## config.mk

```make
export PLATFORM = sky130hd
export DESIGN_NAME = trng_ctrl
export DESIGN_NICKNAME = d
export VERILOG_FILES = /design/src/rtl/trng_pkg.sv /design/src/rtl/trng_rc_health.sv /design/src/rtl/trng_ctrl.sv
export SDC_FILE = /design/constraint.sdc
export NUM_CORES = 1
export LEC_CHECK = 0
export CAP_MARGIN = 20
export CELL_PAD_IN_SITES_DETAIL_PLACEMENT = 1
export CELL_PAD_IN_SITES_GLOBAL_PLACEMENT = 2
export CORE_UTILIZATION = 25
export DETAILED_ROUTE_END_ITERATION = 7
export PLACE_DENSITY = 0.59
export SYNTH_ARGS = -nofsm -noshare
export SYNTH_HDL_FRONTEND = slang
export SYNTH_HIERARCHICAL = 1
export SYNTH_SLANG_ARGS = --single-unit
```

## constraint.sdc

```tcl
create_clock -name clk -period 7.8 [get_ports clk]
set_clock_uncertainty 0.1 [all_clocks]
set_input_delay 1.56 -clock clk [delete_from_list [all_inputs] [get_ports clk]]
set_output_delay 1.56 -clock clk [all_outputs]
set_load 0.1 [all_outputs]
```

## src/rtl/trng_pkg.sv

```systemverilog
// ============================================================================
//  Module   : trng_pkg
//  Purpose  : Shared state encoding and default parameters for trng_ctrl.
//  Revision : 1.0 - initial release
// ============================================================================
`default_nettype none

package trng_pkg;

    typedef enum logic [1:0] {
        IDLE   = 2'd0,
        WARMUP = 2'd1,
        RUN    = 2'd2,
        FAULT  = 2'd3
    } state_t;

    localparam int c_WORD_W_DEF   = 32;
    localparam int c_WARMUP_DEF   = 64;
    localparam int c_RC_LIMIT_DEF = 34;
    localparam int c_DROP_W_DEF   = 8;

endpackage

`default_nettype wire

```

## src/rtl/trng_rc_health.sv

```systemverilog
// ============================================================================
//  Module   : trng_rc_health
//  Purpose  : Repetition-count health test; trip flags the bit that completes
//             a run of RC_LIMIT identical bits.
//  Revision : 1.0 - initial release
// ============================================================================
`default_nettype none

module trng_rc_health
    import trng_pkg::*;
#(
    parameter int RC_LIMIT = c_RC_LIMIT_DEF
) (
    input  logic clk,
    input  logic reset,
    input  logic clr,
    input  logic bit_valid,
    input  logic bit_in,
    output logic trip
);

    localparam int c_CW = $clog2(RC_LIMIT + 1);

    logic [c_CW-1:0] r_cnt;
    logic            r_last;
    logic [c_CW-1:0] w_cnt_nxt;

    // A zero count marks "no previous bit", so the first bit always starts a run of 1.
    always_comb begin
        w_cnt_nxt = r_cnt;
        if (bit_valid) begin
            if ((r_cnt != '0) && (bit_in == r_last)) begin
                if (r_cnt != c_CW'(RC_LIMIT)) begin
                    w_cnt_nxt = r_cnt + c_CW'(1);
                end
            end else begin
                w_cnt_nxt = c_CW'(1);
            end
        end
    end

    assign trip = bit_valid && (w_cnt_nxt == c_CW'(RC_LIMIT));

    always_ff @(posedge clk or posedge reset) begin
        if (reset) begin
            r_cnt  <= '0;
            r_last <= 1'b0;
        end else if (clr) begin
            r_cnt  <= '0;
            r_last <= 1'b0;
        end else if (bit_valid) begin
            r_cnt  <= w_cnt_nxt;
            r_last <= bit_in;
        end
    end

endmodule

`default_nettype wire

```

## src/rtl/trng_ctrl.sv

```systemverilog
// ============================================================================
//  Module   : trng_ctrl
//  Purpose  : Sequencer, warm-up discard, word packer and valid/ready output
//             scheduler for the trng core. Optional TRNG_CTRL_ONES_CNT_EN adds
//             the word_ones population-count output.
//  Revision : 1.0 - initial release
// ============================================================================
`default_nettype none

module trng_ctrl
    import trng_pkg::*;
#(
    parameter int WORD_W   = c_WORD_W_DEF,
    parameter int WARMUP   = c_WARMUP_DEF,
    parameter int RC_LIMIT = c_RC_LIMIT_DEF,
    parameter int DROP_W   = c_DROP_W_DEF
) (
    input  logic                       clk,
    input  logic                       reset,
    input  logic                       enable,
    input  logic                       clear_fault,
    output logic                       trng_reset,
    input  logic                       trng_out_valid,
    input  logic                       trng_out,
    output logic                       word_valid,
    input  logic                       word_ready,
    output logic [WORD_W-1:0]          word_data,
`ifdef TRNG_CTRL_ONES_CNT_EN
    output logic [$clog2(WORD_W+1)-1:0] word_ones,
`endif
    output logic                       fault,
    output logic                       busy,
    output logic [DROP_W-1:0]          drop_cnt
);

    localparam int c_PCW     = $clog2(WORD_W);
    localparam int c_WUW     = (WARMUP > 0) ? $clog2(WARMUP + 1) : 1;
    localparam int c_WU_LAST = (WARMUP > 0) ? (WARMUP - 1) : 0;

    state_t              r_state;
    state_t              w_state_nxt;
    logic [c_WUW-1:0]    r_wu_cnt;
    logic [WORD_W-1:0]   r_pack;
    logic [c_PCW-1:0]    r_pack_cnt;
    logic                r_trng_reset;
    logic                r_word_valid;
    logic [WORD_W-1:0]   r_word_data;
    logic                r_fault;
    logic                r_busy;
    logic [DROP_W-1:0]   r_drop_cnt;

    logic                w_bit_run;
    logic                w_trip;
    logic                w_last_bit;
    logic                w_complete;
    logic                w_load;
    logic                w_drop;
    logic                w_xfer;
    logic [WORD_W-1:0]   w_word;

    // Bits only reach the packer and health test while running and still enabled.
    assign w_bit_run  = (r_state == trng_pkg::RUN) && enable && trng_out_valid;
    assign w_last_bit = (r_pack_cnt == c_PCW'(WORD_W - 1));
    assign w_word     = r_pack | (WORD_W'(trng_out) << r_pack_cnt);
    assign w_complete = w_bit_run && !w_trip && w_last_bit;
    assign w_xfer     = r_word_valid && word_ready;
    assign w_load     = w_complete && (!r_word_valid || word_ready);
    assign w_drop     = w_complete && !w_load;

    trng_rc_health #(
        .RC_LIMIT (RC_LIMIT)
    ) u_rc_health (
        .clk       (clk),
        .reset     (reset),
        .clr       (r_state == trng_pkg::IDLE),
        .bit_valid (w_bit_run),
        .bit_in    (trng_out),
        .trip      (w_trip)
    );

    always_comb begin
        w_state_nxt = r_state;
        unique case (r_state)
            trng_pkg::IDLE: begin
                if (enable) w_state_nxt = trng_pkg::WARMUP;
            end
            trng_pkg::WARMUP: begin
                if (!enable) begin
                    w_state_nxt = trng_pkg::IDLE;
                end else if (WARMUP == 0) begin
                    w_state_nxt = trng_pkg::RUN;
                end else if (trng_out_valid && (r_wu_cnt == c_WUW'(c_WU_LAST))) begin
                    w_state_nxt = trng_pkg::RUN;
                end
            end
            trng_pkg::RUN: begin
                if (!enable)     w_state_nxt = trng_pkg::IDLE;
                else if (w_trip) w_state_nxt = trng_pkg::FAULT;
            end
            trng_pkg::FAULT: begin
                if (clear_fault) w_state_nxt = trng_pkg::IDLE;
            end
        endcase
    end

`ifdef TRNG_CTRL_ONES_CNT_EN
    localparam int c_OW = $clog2(WORD_W + 1);
    logic [c_OW-1:0] r_ones_acc;
    logic [c_OW-1:0] r_word_ones;
    logic [c_OW-1:0] w_ones_nxt;

    assign w_ones_nxt = r_ones_acc + c_OW'(trng_out);
    assign word_ones  = r_word_ones;

    // Running count mirrors the pack register: cleared whenever the pack is.
    always_ff @(posedge clk or posedge reset) begin
        if (reset) begin
            r_ones_acc  <= '0;
            r_word_ones <= '0;
        end else begin
            if (r_state != trng_pkg::RUN || !enable || w_trip) begin
                r_ones_acc <= '0;
            end else if (trng_out_valid) begin
                r_ones_acc <= w_last_bit ? '0 : w_ones_nxt;
            end
            if (w_load) r_word_ones <= w_ones_nxt;
        end
    end
`endif

    always_ff @(posedge clk or posedge reset) begin
        if (reset) begin
            r_state      <= trng_pkg::IDLE;
            r_trng_reset <= 1'b1;
            r_fault      <= 1'b0;
            r_busy       <= 1'b0;
            r_wu_cnt     <= '0;
            r_pack       <= '0;
            r_pack_cnt   <= '0;
            r_word_valid <= 1'b0;
            r_word_data  <= '0;
            r_drop_cnt   <= '0;
        end else begin
            r_state      <= w_state_nxt;
            r_trng_reset <= (w_state_nxt == trng_pkg::IDLE) || (w_state_nxt == trng_pkg::FAULT);
            r_fault      <= (w_state_nxt == trng_pkg::FAULT);
            r_busy       <= (w_state_nxt == trng_pkg::WARMUP) || (w_state_nxt == trng_pkg::RUN);

            case (r_state)
                trng_pkg::IDLE: begin
                    if (enable) begin
                        r_wu_cnt   <= '0;
                        r_pack     <= '0;
                        r_pack_cnt <= '0;
                    end
                end
                trng_pkg::WARMUP: begin
                    if (enable && trng_out_valid) r_wu_cnt <= r_wu_cnt + c_WUW'(1);
                end
                trng_pkg::RUN: begin
                    if (!enable || w_trip) begin
                        r_pack     <= '0;
                        r_pack_cnt <= '0;
                    end else if (trng_out_valid) begin
                        if (w_last_bit) begin
                            r_pack     <= '0;
                            r_pack_cnt <= '0;
                        end else begin
                            r_pack     <= w_word;
                            r_pack_cnt <= r_pack_cnt + c_PCW'(1);
                        end
                    end
                end
                default: begin
                    r_pack     <= '0;
                    r_pack_cnt <= '0;
                end
            endcase

            if (w_load) begin
                r_word_valid <= 1'b1;
                r_word_data  <= w_word;
            end else if (w_xfer) begin
                r_word_valid <= 1'b0;
            end

            if (w_drop && (r_drop_cnt != '1)) r_drop_cnt <= r_drop_cnt + DROP_W'(1);
        end
    end

    assign trng_reset = r_trng_reset;
    assign word_valid = r_word_valid;
    assign word_data  = r_word_data;
    assign fault      = r_fault;
    assign busy       = r_busy;
    assign drop_cnt   = r_drop_cnt;

endmodule

`default_nettype wire

```

== Word-level counts from Yosys, hierarchy flattened ==
Cells that the tools add are included.

* Register bits: 97
* Bits of input ports: 7
* Output and inout bits: 44
* Logic and storage cells: 91

* Add/sub/neg operators: 4
* Equality and inequality tests: 15
* Shifts and indexed selects: 1
* Muxes and demuxes: 29
* Bitwise gates (word level): 2
* Reductions and logical operators: 28

{| class="wikitable"
|+ Operator list
! cell !! count
|-
| 2-to-1 mux 32 bit || 4
|-
| one-hot mux 32 bit (3 select lines) || 1
|-
| OR 32 bit || 1
|-
| left shift 1 x 5 -> 32 bit || 1
|-
| 2-to-1 mux 6 bit || 5
|-
| 2-to-1 mux 5 bit || 4
|-
| one-hot mux 5 bit (3 select lines) || 1
|-
| 2-to-1 mux 7 bit || 2
|-
| one-hot mux 7 bit (2 select lines) || 1
|-
| logical AND 1 bit || 12
|-
| 2-to-1 mux 2 bit || 6
|-
| adder 8 x 1 -> 8 bit (second input constant) || 1
|-
| == test 2 bit (second input constant) || 4
|-
| inequality test 8 bit (second input constant) || 1
|-
| one-hot mux 2 bit (4 select lines) || 1
|-
| adder 7 x 1 -> 7 bit (second input constant) || 1
|-
| == test 7 x 6 -> 1 bit (second input constant) || 1
|-
| adder 6 x 1 -> 6 bit (second input constant) || 1
|-
| == test 6 bit (second input constant) || 1
|-
| inequality test 6 bit (second input constant) || 1
|-
| AND reduction 3 bit || 2
|-
| nonzero test 2 bit || 3
|-
| nonzero test 6 bit || 1
|-
| adder 5 x 1 -> 5 bit (second input constant) || 1
|-
| 10 further kinds || 22
|}

== Logic depth before layout (Yosys ltp) ==
* Depth in word-level cells: 13
* Mapped depth: 14
* Mapped depth without buffers: 10

== Hierarchy ==
Netlist, hierarchy kept.

{| class="wikitable"
|+ Modules (own cells, without submodules)
! module !! times used !! cells an instance !! area an instance (µm²) !! sequential area each (µm²)
|-
| trng_ctrl || 1 || 372 || 3,915.0 || 2,253.4
|-
| trng_rc_health || 1 || 55 || 506.7 || 175.2
|}

== Least setup slack after synthesis ==
Ideal clock, no wire load.

* Path kind: input-to-reg
* From: input port trng_out_valid
* To: register r_drop_cnt[1] (netlist: drop_cnt[1])
* Setup time: 126 ps
* Data arrival time: 3,883 ps
* Data required time: 7,574 ps
* Slack: 3,691 ps
* Stages on the path: 10
* Path buffers: 2
* Cells stage by stage: clkbuf_1 -> and3_1 -> inv_1 -> nor3_1 -> nor4_2 -> nand4bb_4 -> buf_6 -> or3_4 -> nor2_1 -> mux2_2

* Cells in the longest elaborated chain, start to end: 11

{| class="wikitable"
|+ RTL lines
! item !! line !! RTL
|-
| start, declared || trng_ctrl.sv:23 || <nowiki>input logic trng_out_valid,</nowiki>
|-
| logical AND 1 bit * || trng_ctrl.sv:62 || <nowiki>assign w_bit_run = (r_state == trng_pkg::RUN) && enable && trng_out_valid;</nowiki>
|-
| named net w_bit_run || trng_ctrl.sv:52 || <nowiki>logic w_bit_run;</nowiki>
|-
| 2-to-1 mux 6 bit || trng_rc_health.sv:31 || <nowiki>if (bit_valid) begin</nowiki>
|-
| == test 6 bit || trng_rc_health.sv:42 || <nowiki>assign trip = bit_valid && (w_cnt_nxt == c_CW'(RC_LIMIT));</nowiki>
|-
| logical AND 1 bit * || trng_rc_health.sv:42 ||
|-
| named net w_trip || trng_ctrl.sv:53 || <nowiki>logic w_trip;</nowiki>
|-
| zero test 1 bit * || trng_ctrl.sv:65 || <nowiki>assign w_complete = w_bit_run && !w_trip && w_last_bit;</nowiki>
|-
| logical AND 1 bit * (2 in series) || trng_ctrl.sv:65 ||
|-
| logical AND 1 bit || trng_ctrl.sv:67 || <nowiki>assign w_load = w_complete && (!r_word_valid || word_ready);</nowiki>
|-
| zero test 1 bit || trng_ctrl.sv:68 || <nowiki>assign w_drop = w_complete && !w_load;</nowiki>
|-
| logical AND 1 bit * || trng_ctrl.sv:68 ||
|-
| logical AND 1 bit * || trng_ctrl.sv:187 || <nowiki>if (w_drop && (r_drop_cnt != '1)) r_drop_cnt <= r_drop_cnt + DROP_W'(1);</nowiki>
|-
| end signal, assigned || trng_ctrl.sv:187 ||
|-
| end, declared || trng_ctrl.sv:50 || <nowiki>logic [DROP_W-1:0] r_drop_cnt;</nowiki>
|}

Mark *: on every way through the listed nets, which the timed path passes. The rest lies on a longest branch.
A chain may end at the register's enable or synchronous reset.

== Worst setup path after layout ==
* From: input port enable
* To: register r_pack[10]

* Cells in the longest elaborated chain, start to end: 8
* Elaborated cells on any way between the ends: 12
* Those cells by class: eq/ne (3); mux (3); reduce/logical (6)

{| class="wikitable"
|+ RTL lines
! item !! line !! RTL
|-
| start, declared || trng_ctrl.sv:20 || <nowiki>input logic enable,</nowiki>
|-
| logical AND 1 bit * (2 in series) || trng_ctrl.sv:62 ||
|-
| named net w_bit_run || trng_ctrl.sv:52 ||
|-
| 2-to-1 mux 6 bit || trng_rc_health.sv:31 ||
|-
| == test 6 bit || trng_rc_health.sv:42 ||
|-
| logical AND 1 bit * || trng_rc_health.sv:42 ||
|-
| named net w_trip || trng_ctrl.sv:53 ||
|-
| logical OR 1 bit * || trng_ctrl.sv:161 || <nowiki>if (!enable || w_trip) begin</nowiki>
|-
| inequality test 3 x 2 -> 1 bit (no line) or 2-to-1 mux 32 bit (tied branches) || - ||
|-
| AND reduction 3 bit (no line) or one-hot mux 32 bit (3 select lines) (tied branches) || - ||
|-
| end signal, assigned || trng_ctrl.sv:169 || <nowiki>r_pack <= w_word;</nowiki>
|-
| end, declared || trng_ctrl.sv:43 || <nowiki>logic [WORD_W-1:0] r_pack;</nowiki>
|}

Marked as above.

==> out/qor.csv <==
stage,metric,value,unit
floorplanning,die area,18220,µm²
routing,final wirelength,11330,µm
synthesis,sequential fraction of the synthesis area,54.92,%
sta,RSZ-0062 raised after global routing,no,
floorplanning,die extent in x,135.0,µm
sta,endpoints failing setup,0,
cts,worst skew pair latency,0.34,ns
placed_design,port bufs,50,
sta,Max Fclk,209.0,MHz
cts,cts bufs inserted,9,
sta,max_slew headroom,33.52,%
placed_design,routability cong.,0.7495,
setup_path,Worst Setup SP,enable,
power,Power Dens Cells,177.3,nW/µm²
finish,Nets,489,
cts,"CTS clk-pin slew, worst paths",0.07,ns
synthesis,Avg Inst Size Synth,10.36,µm²
setup_path,Top Family by Delay on Critical Path,simple AND/OR/NAND/NOR gates,
setup_path,Setup crit end kind,flop,
global_route,first-pass GRT wire length,18770,µm
placed_design,pre-CTS setup slack,2.637,ns
global_route,number of global-route vias before repair,3475,
global_route,initial antenna violation count,0,
cts,post-CTS setup buffer count,0,
cts,hold buffer count at cts,0,
routing,DR iter-0 viols,209,
synthesis,synthesis warning total,6,
routing,drt first pass iters,4,
finish,post-route insts no fill,704,
hold_path,Worst Hold Launch,r_pack[31]$_DFFE_PP0P_,
setup_path,CP max FO,11,
cts,PostCTS Resize Cnt,0,
routing,detailed-route DRC error count,0,
synthesis,Synth top area share,54.33,%
routing,post-DR vias/cell,4.835,
power,P_sw,0.2276,mW
hold_path,worst hold path type,reg -> reg,
routing,DRT antenna net count,0,
power,Int Power,0.7431,mW
setup_path,worst r2r src,r_state[0]$_DFF_PP0_,
setup_path,Startpoint Class,input pin,
placed_design,Post-DP HPWL,7640,µm
floorplanning,Core Area,17300,µm²
synthesis,"EDFF count, synth",0,
finish,area delta synth->final,23.83,%
synthesis,"Distinct cells, synth",56,
sta,fin crit share,61.33,%
floorplanning,Die H,135.0,µm
run,Max-Cap Viols,0,
sta,post-layout minimum cycle time,4.784,ns
cts,htree depth,3,
global_route,grt total ovfl,0,
power,sequential share of power,52.4,%
setup_path,crit path cell chain,clkdlybuf4s50_1 -> and2b_2 -> and3_1 -> inv_1 -> a211oi_4 -> o21ai_1 -> nor4_2 -> nand4bb_4 -> or3b_1 -> nor2_1 -> a22o_1,
synthesis,most frequent cell after synthesis,dfrtp_1,
global_route,Total GRT Usage,13.22,%
sta,Fin Hold WS,0.3921,ns
synthesis,largest cells by area after synthesis,"dfrtp_1, a21oi_1, a22o_1",
routing,Routed WL per cell,16.09,µm
sta,worst slew pin tran,0.9941,ns
global_route,largest net degree at the start of global routing,82,
synthesis,"top cells by count, synth","dfrtp_1, a21oi_1, nor2_1",
synthesis,post-synth top area cell,dfrtp_1,
sta,fin. max-slew vios,0,
synthesis,Synth Register Bits,97,
synthesis,Cells after Synth,427,
synthesis,Syn Nets,442,
placed_design,"number of placed instances, taps included",687,
synthesis,fraction of registers with async set/reset,100.0,%
setup_path,Critical-path top delay cell,clkdlybuf4s50_1,
cts,CTS sink cnt,97,
power,Net Sw Frac,23.44,%
synthesis,netlist area before placement,4422,µm²
power,power share of the combinational group,4.1,%
sta,final hold vios,0,
run_status,status,completed,
power,Pleak,2.371,nW
power,peak supply drop,0.09198,mV
synthesis,dominant synthesized flop cell,dfrtp_1,
finish,# fillers,1975,
sta,setup TNS,0,ns
setup_path,CP arrival,4.92,ns
cts,CTS tree,done,
power,Clk pwr share,43.5,%
floorplanning,initial core utilization,25.56,%
cts,Root Driver,clkbuf_16,
finish,Util after Layout,31.66,%
setup_path,kind of critical path,in -> reg,
sta,final worst slack,3.016,ns
floorplanning,# IOs,51,
setup_path,CP max stage delay,0.59,ns
finish,ANT cells,0,
routing,routed via count,3404,
cts,CTS Buffer Depth,2,
setup_path,Worst Path Required,7.93,ns
finish,share of post-route cells with drive strength above 1,8.559,%
setup_path,Crit path buffers/inverters,2,
floorplanning,# rows,48,
==> power groups by stage <==
| stage | Clock (mW) | Combinational, mW | Sequential [mW] |
|---|---|---|---|
| finish | 0.422 | 0.0395 | 0.509 |
| detailed placement | 0 | 0.0400 | 0.519 |
| floorplan | 0 | 0.0218 | 0.521 |
| global route | 0.457 | 0.0451 | 0.509 |
| global placement | 0 | 0.0394 | 0.518 |
| CTS | 0.442 | 0.0400 | 0.509 |
==> cell families after synthesis <==
group | synth area share (%)
mux | 1.047
fa+ha+maj | 2.264
flops | 54.92
simple gates | 17.06
xor+xnor | 2.575
buf+inv | 3.282
compound gates | 18.85
==> final cells by class <==
cell class	count	area, µm²	area share (%)
Tap cell	225	281.5	5.142
Multi-Input combinational cell	297	1859	33.96
Sequential cell	97	2429	44.36
Clock buffer	10	239.0	4.365
Clock inverter	6	40.04	0.7313
Inverter	8	31.28	0.5713
Timing Repair Buffer	61	595.6	10.88
==> cells in the final DEF, fill, tap and decap left out, drive strengths merged, types with 2 or more instances in the layout <==
cell type       n
a21oi          67
a221o           2
a22o           29
a22oi           2
a311oi          2
a31oi           2
and2            5
and3            3
and4            2
buf            11
clkbuf         10
clkdlybuf4s50  50
clkinv          4
dfrtp          96
ha              8
inv             9
mux2            2
mux2i           2
nand2          30
nand2b          4
nand3           7
nand4           3
nor2           48
nor2b           9
nor3            8
nor3b           6
nor4            5
nor4b           2
nor4bb          2
o21a            2
o21ai          12
o22ai           3
o31ai           2
or2b            2
or3             2
or4             2
xnor2           4
xor2            9
==> worst min-delay path: stages, from the launching register on <==
cell and delay, ns:
dfrtp_1 0.34, nand2_1 0.05, o21ai_0 0.06
==> stage by stage <==
step                cell area [µm²]  total power, mW
floorplan                      4422           0.5433
global placement               5176           0.5578
detailed placement             5176           0.5586
CTS                            5455           0.9902
global route                   5475            1.011
finish                         5475           0.9707
==> flip-flops by register name (all words and copies together), names as in the netlist <==
| register | flops |
|---|---|
| trng_reset | 1 |
| r_pack | 32 |
| r_state | 2 |
| u_rc_health/r_cnt | 6 |
| u_rc_health/r_last | 1 |
| r_pack_cnt | 5 |
| word_data | 32 |
| fault | 1 |
| busy | 1 |
| drop_cnt | 8 |
| r_wu_cnt | 7 |
| word_valid | 1 |
==> metal layers <==
| layer | vias to the layer above | global-route usage [%] | routed length [µm] |
|---|---|---|---|
| met5 | - | 0 | 0 |
| met1 | 1721 | 18.75 | 5697 |
| met3 | 14 | 1.877 | 280 |
| met4 | 0 | 5.805 | 200 |
| met2 | 43 | 19.96 | 5148 |
| li1 | 1626 | - | - |
==> worst paths after layout <==
kind / end / slack (ns) / depth (start not counted)
hold reg to reg: r_pack[31]$_DFFE_PP0P_ / 0.39 / 2
setup / recovery: r_pack[10]$_DFFE_PP0P_ / 3.02 / 11
max in group asynchronous: word_data[26]$_DFFE_PP0P_ / 5.23 / 4
setup reg to reg: r_pack[10]$_DFFE_PP0P_ / 4.28 / 10
hold / removal: r_pack[31]$_DFFE_PP0P_ / 0.39 / 2
min in group asynchronous: r_wu_cnt[2]$_DFFE_PP0P_ / 1.36 / 2
No activity file was read; power rests on OpenSTA's default activity.
